### src/rtl/shader_pkg.sv
// Shared types for the shader front end: coordinate width, packed vertex
// layout as stored in the vertex ROM, and the face_fetch state encoding.
package shader_pkg;

  localparam int COORD_W = 16;

  typedef struct packed {
    logic [COORD_W-1:0] z;
    logic [COORD_W-1:0] y;
    logic [COORD_W-1:0] x;
  } vertex_t;

  typedef enum logic [2:0] {
    ST_IDLE,
    ST_FACE_REQ,
    ST_FACE_LAT,
    ST_V_FETCH,
    ST_LAUNCH,
    ST_WAIT_DONE,
    ST_FINISH
  } ff_state_t;

endpackage

### src/rtl/face_fetch.sv
// Walks the face ROM, resolves each face's three vertices through the vertex
// ROM and hands one complete triangle at a time to the shader.
module face_fetch
  import shader_pkg::*;
#(
  parameter int FACE_AW = 10,
  parameter int VERT_AW = 10
) (
  input  logic                 clk,
  input  logic                 reset,
  input  logic                 go,
  input  logic [FACE_AW:0]     num_faces,
  output logic [FACE_AW-1:0]   face_addr,
  input  logic [3*VERT_AW-1:0] face_data,
  output logic [VERT_AW-1:0]   vert_addr,
  input  logic [47:0]          vert_data,
  output logic [COORD_W-1:0]   v1x,
  output logic [COORD_W-1:0]   v1y,
  output logic [COORD_W-1:0]   v1z,
  output logic [COORD_W-1:0]   v2x,
  output logic [COORD_W-1:0]   v2y,
  output logic [COORD_W-1:0]   v2z,
  output logic [COORD_W-1:0]   v3x,
  output logic [COORD_W-1:0]   v3y,
  output logic [COORD_W-1:0]   v3z,
  output logic                 start,
  input  logic                 done,
  output logic                 busy,
  output logic [FACE_AW-1:0]   face_idx,
  output logic                 all_done
);

  localparam logic [FACE_AW:0] CNT_ONE = (FACE_AW+1)'(1);

  ff_state_t                 state_q, state_d;
  logic [FACE_AW:0]          count_q, count_d;
  logic [FACE_AW-1:0]        face_idx_q, face_idx_d;
  logic [2:0][VERT_AW-1:0]   idx_q, idx_d;
  logic [1:0]                k_q, k_d;
  vertex_t [2:0]             stage_q, stage_d;
  vertex_t [2:0]             coord_q, coord_d;

  always_ff @(posedge clk or posedge reset) begin
    if (reset) begin
      state_q    <= ST_IDLE;
      count_q    <= '0;
      face_idx_q <= '0;
      idx_q      <= '0;
      k_q        <= '0;
      stage_q    <= '0;
      coord_q    <= '0;
    end else begin
      state_q    <= state_d;
      count_q    <= count_d;
      face_idx_q <= face_idx_d;
      idx_q      <= idx_d;
      k_q        <= k_d;
      stage_q    <= stage_d;
      coord_q    <= coord_d;
    end
  end

  always_comb begin
    state_d    = state_q;
    count_d    = count_q;
    face_idx_d = face_idx_q;
    idx_d      = idx_q;
    k_d        = k_q;
    stage_d    = stage_q;
    coord_d    = coord_q;
    vert_addr  = '0;
    start      = 1'b0;
    all_done   = 1'b0;
    busy       = (state_q != ST_IDLE);

    case (state_q)
      ST_IDLE: begin
        if (go) begin
          count_d    = num_faces;
          face_idx_d = '0;
          state_d    = (num_faces == '0) ? ST_FINISH : ST_FACE_REQ;
        end
      end
      ST_FACE_REQ: state_d = ST_FACE_LAT;
      ST_FACE_LAT: begin
        idx_d   = face_data;
        k_d     = 2'd0;
        state_d = ST_V_FETCH;
      end
      ST_V_FETCH: begin
        // Address for vertex k goes out while vertex k-1's data returns.
        if (k_q != 2'd3) vert_addr = idx_q[k_q];
        if (k_q != 2'd0) stage_d[k_q - 2'd1] = vertex_t'(vert_data);
        k_d = k_q + 2'd1;
        if (k_q == 2'd3) begin
          // Third vertex bypasses staging so the whole face appears together with start.
          coord_d[0] = stage_q[0];
          coord_d[1] = stage_q[1];
          coord_d[2] = vertex_t'(vert_data);
          state_d    = ST_LAUNCH;
        end
      end
      ST_LAUNCH: begin
        start   = 1'b1;
        state_d = ST_WAIT_DONE;
      end
      ST_WAIT_DONE: begin
        if (done) begin
          if (({1'b0, face_idx_q} + CNT_ONE) == count_q) begin
            state_d = ST_FINISH;
          end else begin
            face_idx_d = face_idx_q + FACE_AW'(1);
            state_d    = ST_FACE_REQ;
          end
        end
      end
      ST_FINISH: begin
        all_done = 1'b1;
        state_d  = ST_IDLE;
      end
      default: state_d = ST_IDLE;
    endcase
  end

  assign face_addr = face_idx_q;
  assign face_idx  = face_idx_q;

  assign v1x = coord_q[0].x;
  assign v1y = coord_q[0].y;
  assign v1z = coord_q[0].z;
  assign v2x = coord_q[1].x;
  assign v2y = coord_q[1].y;
  assign v2z = coord_q[1].z;
  assign v3x = coord_q[2].x;
  assign v3y = coord_q[2].y;
  assign v3z = coord_q[2].z;

endmodule

### config.mk
export PLATFORM = sky130hd
export DESIGN_NAME = face_fetch
export DESIGN_NICKNAME = d
export VERILOG_FILES = /design/src/rtl/shader_pkg.sv /design/src/rtl/face_fetch.sv
export SDC_FILE = /design/constraint.sdc
export NUM_CORES = 1
export LEC_CHECK = 0
export ABC_AREA = 1
export CORE_MARGIN = 1.5
export CORE_UTILIZATION = 44
export DETAILED_ROUTE_END_ITERATION = 8
export GPL_TIMING_DRIVEN = 1
export PLACE_DENSITY = 0.79
export SLEW_MARGIN = 10
export SYNTH_ARGS = -nofsm -noshare
export SYNTH_HDL_FRONTEND = slang
export SYNTH_SLANG_ARGS = --single-unit
### constraint.sdc
create_clock -name clk -period 21.5 [get_ports clk]
set_input_delay 6.45 -clock clk [delete_from_list [all_inputs] [get_ports clk]]
set_output_delay 6.45 -clock clk [all_outputs]
set_load 0.02 [all_outputs]
== Word-level counts from Yosys, hierarchy flattened ==
Cells that the tools add are included.
Widths: inputs -> output; s select.

* Register bits after elaboration: 344
* Latch bits: 0
* RAM bits: 0
* Memory bits (read-only): 0
* Input bits: 93
* Output and inout port bits: 177
* Word-level logic and storage cells: 77
* Memories: 0

* Add/sub/neg operators: 4
* $mul: 0
* Divide/modulo/power cells: 0
* Magnitude comparators: 3
* Eq/ne operators: 13
* Shift operators: 0
* Muxes and demuxes: 20
* Bitwise logic cells: 0
* Reduce and logical (&&, ||, !) cells: 12

{| class="wikitable"
|+ Operators by type and width
! kind !! number
|-
| $bwmux 144 || 1
|-
| $demux 48 s2 || 1
|-
| $mux 10 || 6
|-
| $mux 48 || 1
|-
| $bmux 10 s2 || 1
|-
| $pmux 10 s2 || 1
|-
| $pmux 3 s6 || 1
|-
| $mux 3 || 5
|-
| $add 10x1->11 const B || 1
|-
| $eq 11x11->1 || 1
|-
| $logic_not 11->1 || 1
|-
| $add 10x1->10 const B || 1
|-
| $ne 2x2->1 const B || 5
|-
| $eq 3x3->1 const B || 3
|-
| $eq 3x2->1 const B || 2
|-
| $lt 2x3->1 const B || 2
|-
| $reduce_and 2->1 || 3
|-
| $reduce_bool 2->1 || 3
|-
| $pmux 2 s2 || 1
|-
| $reduce_and 4->1 || 1
|-
| $eq 3x1->1 const B || 1
|-
| $logic_not 3->1 || 1
|-
| $reduce_and 3->1 || 1
|-
| $reduce_bool 3->1 || 1
|-
| other kinds (6) || 7
|}

== Logic depth before layout (Yosys ltp) ==
Gate-level depths: netlist of run 1.

* Word-level depth: 6
* Depth in mapped cells: 15
* Depth with buffers taken out: 15

== Worst setup path after synthesis of run 1 ==
OpenSTA, ideal clock, no wires.

* Kind: reg-to-output
* Start: register k_q[1]
* End: output vert_addr[0]
* Arrival time: 1.575 ns
* Data required time: 15.050 ns
* Slack: 13.475 ns
* Stages on the path, launching flop included: 6
* Path buffers: 1
* Path through: dfrtp_1 clkbuf_1 inv_1 nor2_1 a22oi_1 nor2_1

* Word-level cells in the longest chain between the ends: 4
* Elaborated cells on any way between the ends: 5
* Those cells by class: eq/ne: 1; mux: 4

{| class="wikitable"
|+ Ends and longest elaborated chain
! element !! RTL line !! source
|-
| from (decl) || face_fetch.sv:39 || <nowiki>logic [1:0] k_q, k_d;</nowiki>
|-
| from (signal assigned) || face_fetch.sv:57 || <nowiki>k_q <= k_d;</nowiki>
|-
| $bmux 10 s2 || face_fetch.sv:92 || <nowiki>if (k_q != 2'd3) vert_addr = idx_q[k_q];</nowiki>
|-
| $mux 10 (implied by the code) || face_fetch.sv:92 ||
|-
| $mux 10 (*) || face_fetch.sv:92 ||
|-
| $mux 10 (*) || face_fetch.sv:76 || <nowiki>case (state_q)</nowiki>
|-
| to (decl) || face_fetch.sv:15 || <nowiki>output logic [VERT_AW-1:0] vert_addr,</nowiki>
|}

Every way passes the cells marked *; elsewhere a longest branch is shown, timed or not. The select of a mux whose other input is x is not followed.

== Worst setup path after layout of run 1 ==
* Start: register state_q[1]
* End: output vert_addr[7]

* Word-level cells in the longest chain between the ends: 2

{| class="wikitable"
|+ Ends and longest elaborated chain
! element !! RTL line !! source
|-
| from (decl) || face_fetch.sv:35 || <nowiki>ff_state_t state_q, state_d;</nowiki>
|-
| from (signal assigned) || face_fetch.sv:53 || <nowiki>state_q <= state_d;</nowiki>
|-
| $eq 3x2->1 || face_fetch.sv:76 ||
|-
| $mux 10 || face_fetch.sv:76 ||
|}

Every way passes these cells.

==> results.md, run 1 <==
* Crit Path Max Fanout at 12
* Site row count at 60
* Die footprint at 28400 um^2
* Count of different cell masters after synthesis at 31
* Seq/Total Area, Yosys at 61.4%
* Die Ht at 169 um
* R2R setup slack at 18.06 ns
* DR WL/cell at 16.1 um
* Skew-Pair Late Insertion Delay at 0.55 ns
* Kind of critical path: register to primary output
* Min-Delay Endpoint: idx_q[9]
* TritonCTS Buffers at 30
* CTS tree: built
* Fin util at 59.2%
* Worst EP arrival at 2.98 ns
* Most common cell in the netlist: dfrtp_1
* Clk slew on worst S/H paths at 0.06 ns
* Layout area overhead at 32.1%
* Synth Net Count at 1272
* Core Area at 27000 um^2
* Htree depth at 1
* Final Wtd Congestion at 0.835
* Average size of a mapped cell at 10.3 um^2
* Maximum clock frequency at 106 MHz
* Clock network power share at 23.2%
* Worst setup EP type: primary output
* WP data required at 15.05 ns
* Fraction of registers with async set/reset at 100%
* Synth Register Bits at 296
* Setup TNS at 0 ns
* Vias in the first global route at 9107
* R2r worst-path depth at 5
* Int Pwr at 1.46 mW
* Commonest cells in the synthesized netlist: dfrtp_1 (296), nand2_1 (287), o21ai_0 (176)
* Via density at 5.02
* # DRC at 0
* Area leader, netlist: dfrtp_1
* Final period util at 43.9%
* Setup bufs post-CTS at 0
* DR iter-0 viols at 563
* Clock Path Buffers at 3
* Antenna Violating Nets Remaining at 0
* Relative slew slack at 28.5%
* GRT Overall Usage at 20.0%
* Vias at 8932
* Top-area cell type share of the netlist area at 61.4%
* RSZ-0062 raised after global routing: false
* Power per cell area at 141 nW/um^2
* Final WL at 28600 um
* Initial antenna violation count at 0
* Io pins at 270
* Prevailing post-synth register cell: dfrtp_1
* Largest net degree at the start of global routing at 141
* Cell Area, Synth at 12100 um^2
* Detailed Routing Iterations Pass 1 at 5
* # diodes at 0
* Layout Skew at 0.0153 ns
* Grt total ovfl at 0
* Hold_buf cts at 0
* Number of synthesized flops with an enable pin at 0
* Clock Sinks at 296
* Cells after synthesis at 1174
* Worst setup margin at 12.07 ns
* WHS at 0.475 ns
* FF-to-FF Start: k_q[0]
* Placement Setup Slack at 11.78 ns
* Die X at 169 um
* Placed Area at 14900 um^2
* Gate power share at 35.8%
* Worst-Margin Slew at 1.07 ns
* CTS Root Cell: clkbuf_16
* Worst Hold Launch: idx_q[9]
* Min-delay worst type: register to register
* Share of cells above drive strength 1 at 13.4%
* Leakage Power at 7.67 nW
* Pins Over Slew Limit at 0
* First-pass GRT wire length at 46200 um
* Post-cts sizing count at 0
* # setup viols final at 0
* Switching Power at 0.786 mW
* Final hold vios at 0
* Status: complete, no violations
* Min Tclk post-route at 9.43 ns
* Initial core utilization at 44.8%
* Final HPWL DP at 18900 um
* Worst hold stages at 2
* Yosys warnings at 0
* Startpoint types: register
* Switching share of total power at 35.0%
* Ranking of synthesized cells by area: dfrtp_1 (61%), mux2_2 (9.1%), nand2_1 (8.9%), o21ai_0 (7.3%), inv_1 (3.4%)
* Design area at 15900 um^2
* FF-to-FF End: v1x[14]
* PortBufs at 269
* Peak VDD IR at 0.0757 mV
* Flop pwr share at 41.0%
* Layout Nets at 1512
* Max Cap Viol at 0
## critical path: stages, from the launching register on
cell and delay (ns):
dfrtp_1 0.38, inv_1 0.09, nor2_1 0.21, inv_1 0.11
nor2_2 0.35, inv_1 0.10, nor2_1 0.14, inv_1 0.22
nor2_1 0.20, clkdlybuf4s50_1 0.63
## stage by stage
step / power [mW] / std cells
floorplan: 1.36 / 1174
detailed placement: 1.74 / 1723
global placement: 1.70 / 1723
finish: 2.25 / 1778
CTS: 2.27 / 1778
global route: 2.39 / 1778
## cell usage in the layout (no fill, tap or decap), drive strengths merged
cell,count
nor3,3
a22oi,9
nand2,296
clkinvlp,3
clkinv,9
ha,5
o21bai,2
xor2,1
a21oi,18
clkbuf,40
bufinv,2
o21ai,177
inv,114
nand3,37
dfrtp,296
mux2,97
xnor2,1
nor2,43
nand3b,5
a2bb2oi,1
nand4,4
clkdlybuf4s50,269
buf,5
## kinds of logic after synthesis
group | count (synthesis) | synth area share, %
muxes | 97 | 9.05
xor gates and xnor gates | 2 | 0.145
DFF | 296 | 61.4
adders and majority gates | 5 | 0.519
buffers and inverters | 179 | 6.16
AOI/OAI and AO/OA | 207 | 8.97
and+or+nand+nor | 388 | 13.8
## power by group through the flow
stage	Clock [mW]	Sequential, mW	Combinational (mW)
after floorplan	0	1.03	0.331
after global placement	0	0.915	0.786
after detailed placement	0	0.927	0.808
after CTS	0.533	0.922	0.815
after global routing	0.555	0.951	0.879
final	0.521	0.922	0.806
## per-layer routing
| metal | vias to the layer above | global-route usage [%] | share of wire, % | wire (um) |
|---|---|---|---|---|
| met5 | - | 0 | 0 | 0 |
| met1 | 4352 | 25.5 | 43 | 12200 |
| li1 | 4246 | - | - | - |
| met2 | 275 | 33.9 | 48 | 13600 |
| met3 | 59 | 4.40 | 6.4 | 1830 |
| met4 | 0 | 6.72 | 3.1 | 889 |
## state kept, by name, indices dropped and copies added (netlist names), 16 cells and up
name / cells
stage_q: 96
v1y: 16
idx_q: 30
v2z: 16
v2x: 16
v2y: 16
v1x: 16
v3z: 16
v1z: 16
v3y: 16
v3x: 16
## worst max path at each step
| stage | start | end | slack (ns) |
|---|---|---|---|
| finish | state_q[1] | vert_addr[7] | 12.07 |
| global route | state_q[1] | vert_addr[7] | 11.80 |
| CTS | state_q[1] | vert_addr[7] | 12.04 |
| detailed placement | reset | stage_q[13] | 11.78 |
| global placement | reset | v1x[13] | 11.83 |
| floorplan | reset | count_q[0] | 6.87 |
## layout make-up
class | instances | area, um^2
Fill cell | 2172 | 11000
Clock inverter | 15 | 159
Timing Repair Buffer | 274 | 2730
Clock buffer | 40 | 838
Inverter | 113 | 432
Tap cell | 341 | 427
Sequential cell | 296 | 7410
Multi-Input combinational cell | 699 | 3950
Note: power is estimated with default switching activity, not from simulation.
==> run 2, diff against run 1 <==
Clock period 21.5 ns to 9.6 ns, I/O delays scaled along.
==> run 2 against run 1 <==
Setup slack worse by 8.3 ns. Critical endpoint unchanged. First-iteration DRC count rose by 3.4%. Flip-flop and latch count is the same. Via count grew 0.90%.
==> results.md, run 2 (synthesis results as in run 1) <==
* CP Launch Point: state_q[1]
* Via density at 5.07 (+0.95%)
* First-pass GRT wire length at 46200 um (unchanged)
* Layout Skew at 0.0126 ns (-0.00270 ns)
* Clk slew on worst S/H paths at 0.06 ns (about the same)
* Layout area overhead at 32.7%
* Final HPWL DP at 18900 um (+0.14%)
* CTS tree: built
* Design area at 16000 um^2 (+0.46%)
* Grt total ovfl at 0 (unchanged)
* R2r worst-path depth at 4 (-1)
* Setup bufs post-CTS at 0 (unchanged)
* Die X at 169 um (unchanged)
* Kind of critical path: register to primary output
* Design Power at 5.09 mW (+130%)
* Htree depth at 1 (unchanged)
* Largest net degree at the start of global routing at 163 (+16%)
* Layout Nets at 1512 (unchanged)
* TritonCTS Buffers at 30 (unchanged)
* Share of cells above drive strength 1 at 13.5% (+0.15 points)
* Antenna Violating Nets Remaining at 0 (unchanged)
* Skew-Pair Late Insertion Delay at 0.55 ns (about the same)
* GRT Overall Usage at 20.0% (about the same)
* Initial antenna violation count at 0 (unchanged)
* Routing usage on met1 at 26.3% (+0.80 points)
* DP Cell Count at 1723 (unchanged)
* Relative slew slack at 24.0% (-4.5 points)
* Biggest regs: stage_q: 96 flops, idx_q: 30 flops
* Io pins at 270 (unchanged)
* Largest Register: stage_q
* Met3 Track Usage GR at 4.44% (+0.047 points)
* Crit Path Max Fanout at 12 (unchanged)
* Die footprint at 28400 um^2 (unchanged)
* Peak VDD IR at 0.177 mV (+130%)
* Worst Hold Launch: idx_q[28]
* Busiest layer in global routing: met2
* Core Area at 27000 um^2 (unchanged)
* Vias in the first global route at 9127 (+0.22%)
* Final period util at 60.4%
* WP data required at 6.72 ns (-8.33 ns)
* # setup viols final at 0 (unchanged)
* Die Ht at 169 um (unchanged)
* Clock Sinks at 296 (unchanged)
* Most common cell after layout, fill and taps aside: dfrtp_1
* Final hold vios at 0 (unchanged)
* PortBufs at 269 (unchanged)
* Max Cap Viol at 0 (unchanged)
* Final Wtd Congestion at 0.862 (+3.2%)
* Initial core utilization at 44.8% (unchanged)
* Status: complete, no violations
* Non-Filler Instances at 1777 (-0.056%)
* Min Tclk post-route at 5.79 ns
* Worst setup EP type: primary output
* Site row count at 60 (unchanged)
* Clock Path Buffers at 3 (unchanged)
* Most frequent cells in the layout: dfrtp_1 (296), nand2_1 (286), clkdlybuf4s50_1 (269)
* Worst-Margin Slew at 1.14 ns (+0.0682 ns)
* Placed Area at 15000 um^2 (about the same)
* FF-to-FF Start: k_q[0]
* Post-cts sizing count at 0 (unchanged)
* Vias at 9012 (+0.90%)
* Final WL at 28200 um (-1.5%)
* Worst hold stages at 2 (unchanged)
* Fill cell count at 2184 (+0.55%)
* # diodes at 0 (unchanged)
* CTS Root Cell: clkbuf_16
* Detailed Routing Iterations Pass 1 at 5 (unchanged)
* Worst EP arrival at 2.91 ns (-0.07 ns)
* Leakage Power at 7.71 nW (+0.44%)
* Pins Over Slew Limit at 0 (unchanged)
* Min-delay worst type: register to register
* Maximum clock frequency at 173 MHz
* DR WL/cell at 15.8 um (-1.4%)
* Power per cell area at 318 nW/um^2 (+130%)
* Startpoint types: register
* DR iter-0 viols at 582 (+3.4%)
* Met2 Resource Use GR at 33.3% (-0.65 points)
* R2R setup slack at 6.37 ns (-11.69 ns)
* # DRC at 0 (unchanged)
* RSZ-0062 raised after global routing: false
* Hold_buf cts at 0 (unchanged)
* Number of flip-flops under the largest register name at 96 (unchanged)
* Setup TNS at 0 ns (unchanged)
[run 2: layer usage]
layer,up-vias,share of wire (%)
li1,4267,-
met5,-,0
met2,282,48
met4,0,2.6
met1,4408,43
met3,55,7.1
[run 2: through the flow]
stage               setup slack (ns)  util [%]  hold slack, ns
floorplan                       2.79         -           0.437
finish                          3.81      59.4           0.477
global route                    3.54      59.4           0.497
detailed placement              4.40      55.5           0.459
CTS                             3.79      59.4           0.474
global placement                4.44      55.5           0.460
[run 2: area by class of cell]
class / instances / area, um^2 / share of cell area (%)
clock inverter: 15 / 206 / 1.29
multi-input combinational: 699 / 3950 / 24.7
tap: 341 / 427 / 2.66
sequential: 296 / 7410 / 46.2
inverter: 113 / 428 / 2.67
timing repair buffer: 274 / 2740 / 17.1
clock buffer: 39 / 855 / 5.34
[run 2: final timing paths]
kind                                end
min in group asynchronous     idx_q[19]
min reg2reg                   idx_q[28]
max                        vert_addr[7]
max in group asynchronous   stage_q[76]
max reg2reg                      v1y[2]
min                           idx_q[28]
[run 2: report_power, final]
part / internal, mW / total, mW / switching (mW)
sequential: 1.77 / 2.06 / 0.290
combinational: 0.836 / 1.81 / 0.969
clock: 0.736 / 1.22 / 0.484
total: 3.34 / 5.09 / 1.74
[run 2: critical path, cell delays in order (launching register included)]
cell,delay (ns)
dfrtp_1,0.37
inv_1,0.07
nor2_1,0.17
inv_1,0.11
nor2_2,0.34
inv_1,0.11
nor2_1,0.14
inv_1,0.20
nor2_1,0.21
clkdlybuf4s50_1,0.64
==> run 3, diff against run 2 <==
Settings changed: PLACE_DENSITY 0.79 to 0.82.
Clock period 9.6 ns to 4.94 ns, I/O delays scaled along.
==> run 3 against run 2 <==
First-iteration DRC count is 6.0% lower. Total power is 98% higher. Clock skew hardly changed. Final area is 0.56% higher. Final cell count is 0.17% higher. Critical path depth stayed put. Combinational power is 96% higher. Clock power is 100% higher. Global-route usage is 0.18 points higher. Utilization is 0.33 points higher. Setup slack worse by 3.3 ns.
==> results.md, run 3 (synthesis results as in run 1) <==
* CP most frequent cell: inv_1
* TritonCTS Buffers at 31 (+3.3%)
* Initial core utilization at 44.8% (unchanged)
* Site row count at 60 (unchanged)
* Worst EP arrival at 2.97 ns (+0.06 ns)
* Switching share of total power at 34.2% (-0.13 points)
* Relative slew slack at 29.5% (+5.5 points)
* Clock Path Buffers at 3 (unchanged)
* Setup TNS at 0 ns (unchanged)
* Share of cells above drive strength 1 at 13.6% (+0.041 points)
* RSZ-0062 raised after global routing: false
* Most frequent cells in the layout: dfrtp_1 (296), nand2_1 (286), clkdlybuf4s50_1 (269)
* Maximum clock frequency at 225 MHz
* Io pins at 270 (unchanged)
* Clock network power share at 24.9% (+0.9 points)
* Die X at 169 um (unchanged)
* First-pass GRT wire length at 46700 um (+1.0%)
* Setup bufs post-CTS at 0 (unchanged)
* # setup viols final at 0 (unchanged)
* # DRC at 0 (unchanged)
* Final hold vios at 0 (unchanged)
* Final period util at 90.1%
* Fill cell count at 2127 (-2.6%)
* Htree depth at 1 (unchanged)
* Peak VDD IR at 0.376 mV (+110%)
* Switching Power at 3.43 mW (+97%)
* Worst-Margin Slew at 1.06 ns (-0.0826 ns)
* CP max stage cell: clkdlybuf4s50_1
* CP bufs+invs at 5 (unchanged)
* Clock Sinks at 296 (unchanged)
* Number of flip-flops under the largest register name at 96 (unchanged)
* Core Area at 27000 um^2 (unchanged)
* Placement Setup Slack at 1.09 ns (-3.31 ns)
* Die Ht at 169 um (unchanged)
* Status: complete, no violations
* Crit path largest cell delay at 0.65 ns (about the same)
* Initial antenna violation count at 0 (unchanged)
* Crit Path Max Fanout at 12 (unchanged)
* Post-cts sizing count at 0 (unchanged)
* Pins Over Slew Limit at 0 (unchanged)
* CTS tree: built
* Min-delay worst type: register to register
* Antenna Violating Nets Remaining at 0 (unchanged)
* Int Pwr at 6.62 mW (+98%)
* Power per cell area at 624 nW/um^2 (+96%)
* Design Power at 10.0 mW (+98%)
* CTS Root Cell: clkbuf_16
* Max Cap Viol at 0 (unchanged)
* Largest Register: stage_q
* Worst setup margin at 0.490 ns (-3.32 ns)
* Vias in the first global route at 9248 (+1.3%)
* Layout area overhead at 33.5%
* Startpoint types: register
* DR iter-0 viols at 547 (-6.0%)
* Skew-Pair Late Insertion Delay at 0.57 ns (+0.02 ns)
* Hold_buf cts at 0 (unchanged)
* Final HPWL DP at 19100 um (+0.90%)
* Largest net degree at the start of global routing at 127 (-22%)
* Clk slew on worst S/H paths at 0.06 ns (about the same)
* Via density at 5.08 (about the same)
* Final Wtd Congestion at 0.874 (+1.5%)
* Layout Nets at 1513 (+0.066%)
* Grt total ovfl at 0 (unchanged)
* Biggest regs: stage_q: 96 flops, idx_q: 30 flops
* Fin util at 59.8% (+0.33 points)
* Layout Skew at 0.0124 ns (-0.000121 ns)
* Detailed Routing Iterations Pass 1 at 5 (unchanged)
* DR WL/cell at 16.2 um (+2.1%)
* # diodes at 0 (unchanged)
* Gate power share at 35.2% (-0.3 points)
* Min Tclk post-route at 4.45 ns
* Worst setup EP type: primary output
* Crit path max-delay family: buffers and inverters
* Kind of critical path: register to primary output
* WHS at 0.478 ns (+0.000519 ns)
* Most common cell after layout, fill and taps aside: dfrtp_1
* Vias at 9036 (+0.27%)
* PortBufs at 269 (unchanged)
* Leakage Power at 7.76 nW (+0.63%)
* CP cell instances: inv_1 > nor2_1 > inv_1 > nor2_2 > inv_1 > nor2_1 > inv_1 > nor2_1 > clkdlybuf4s50_1
* Flop pwr share at 39.9% (-0.6 points)
* WP data required at 3.46 ns (-3.26 ns)
* Final WL at 28800 um (+2.3%)
* Die footprint at 28400 um^2 (unchanged)
* GRT Overall Usage at 20.2% (+0.18 points)
run 3: worst paths after layout:
| check | startpoint | to | slack (ns) | cells after the start |
|---|---|---|---|---|
| max in group asynchronous | reset | v1z[2] | 2.88 | 3 |
| max reg2reg | k_q[0] | stage_q[87] | 2.05 | 5 |
| min in group asynchronous | reset | v1x[0] | 1.47 | 3 |
| min | stage_q[32] | stage_q[32] | 0.48 | 2 |
| min reg2reg | stage_q[32] | stage_q[32] | 0.48 | 2 |
| max | state_q[1] | vert_addr[4] | 0.49 | 9 |
run 3: metrics by stage:
stage | instance area [um^2] | cells
5_1_grt | 16100 | 1780
3_5_place_dp | 15000 | 1723
2_1_floorplan | 12100 | 1174
3_3_place_gp | 15000 | 1723
6_report | 16100 | 1780
4_1_cts | 16100 | 1780
run 3: power groups by stage:
stage	logic [mW]	clock network [mW]	registers (mW)
finish	3.54	2.50	4.01
floorplan	1.44	0	4.50
global placement	3.44	0	3.97
global route	3.85	2.67	4.13
CTS	3.57	2.57	4.01
detailed placement	3.54	0	4.03
run 3: worst register-to-register path, cell delays in order (launching register included):
cell	delay, ns
dfrtp_1	0.62
inv_1	0.33
ha_1	0.29
inv_1	0.14
nand3_4	0.80
o21ai_0	0.58
run 3: final cells by class:
cell class / instances / area, um^2 / share of cell area [%]
sequential: 296 / 7410 / 46.0
clock inverter: 13 / 211 / 1.31
inverter: 113 / 428 / 2.66
tap: 341 / 427 / 2.65
clock buffer: 44 / 915 / 5.68
timing repair buffer: 274 / 2770 / 17.2
multi-input combinational: 699 / 3950 / 24.5
run 3: per-layer routing:
layer  up-vias  GRT usage (%)  share of wire, %  routed length (um)
met5         -              0                 0                   0
met4         0           7.22               3.2                 930
met3        66           4.23               6.1                1740
met2       290           34.5                48               13900
met1      4414           25.6                42               12200
li1       4266              -                 -                   -
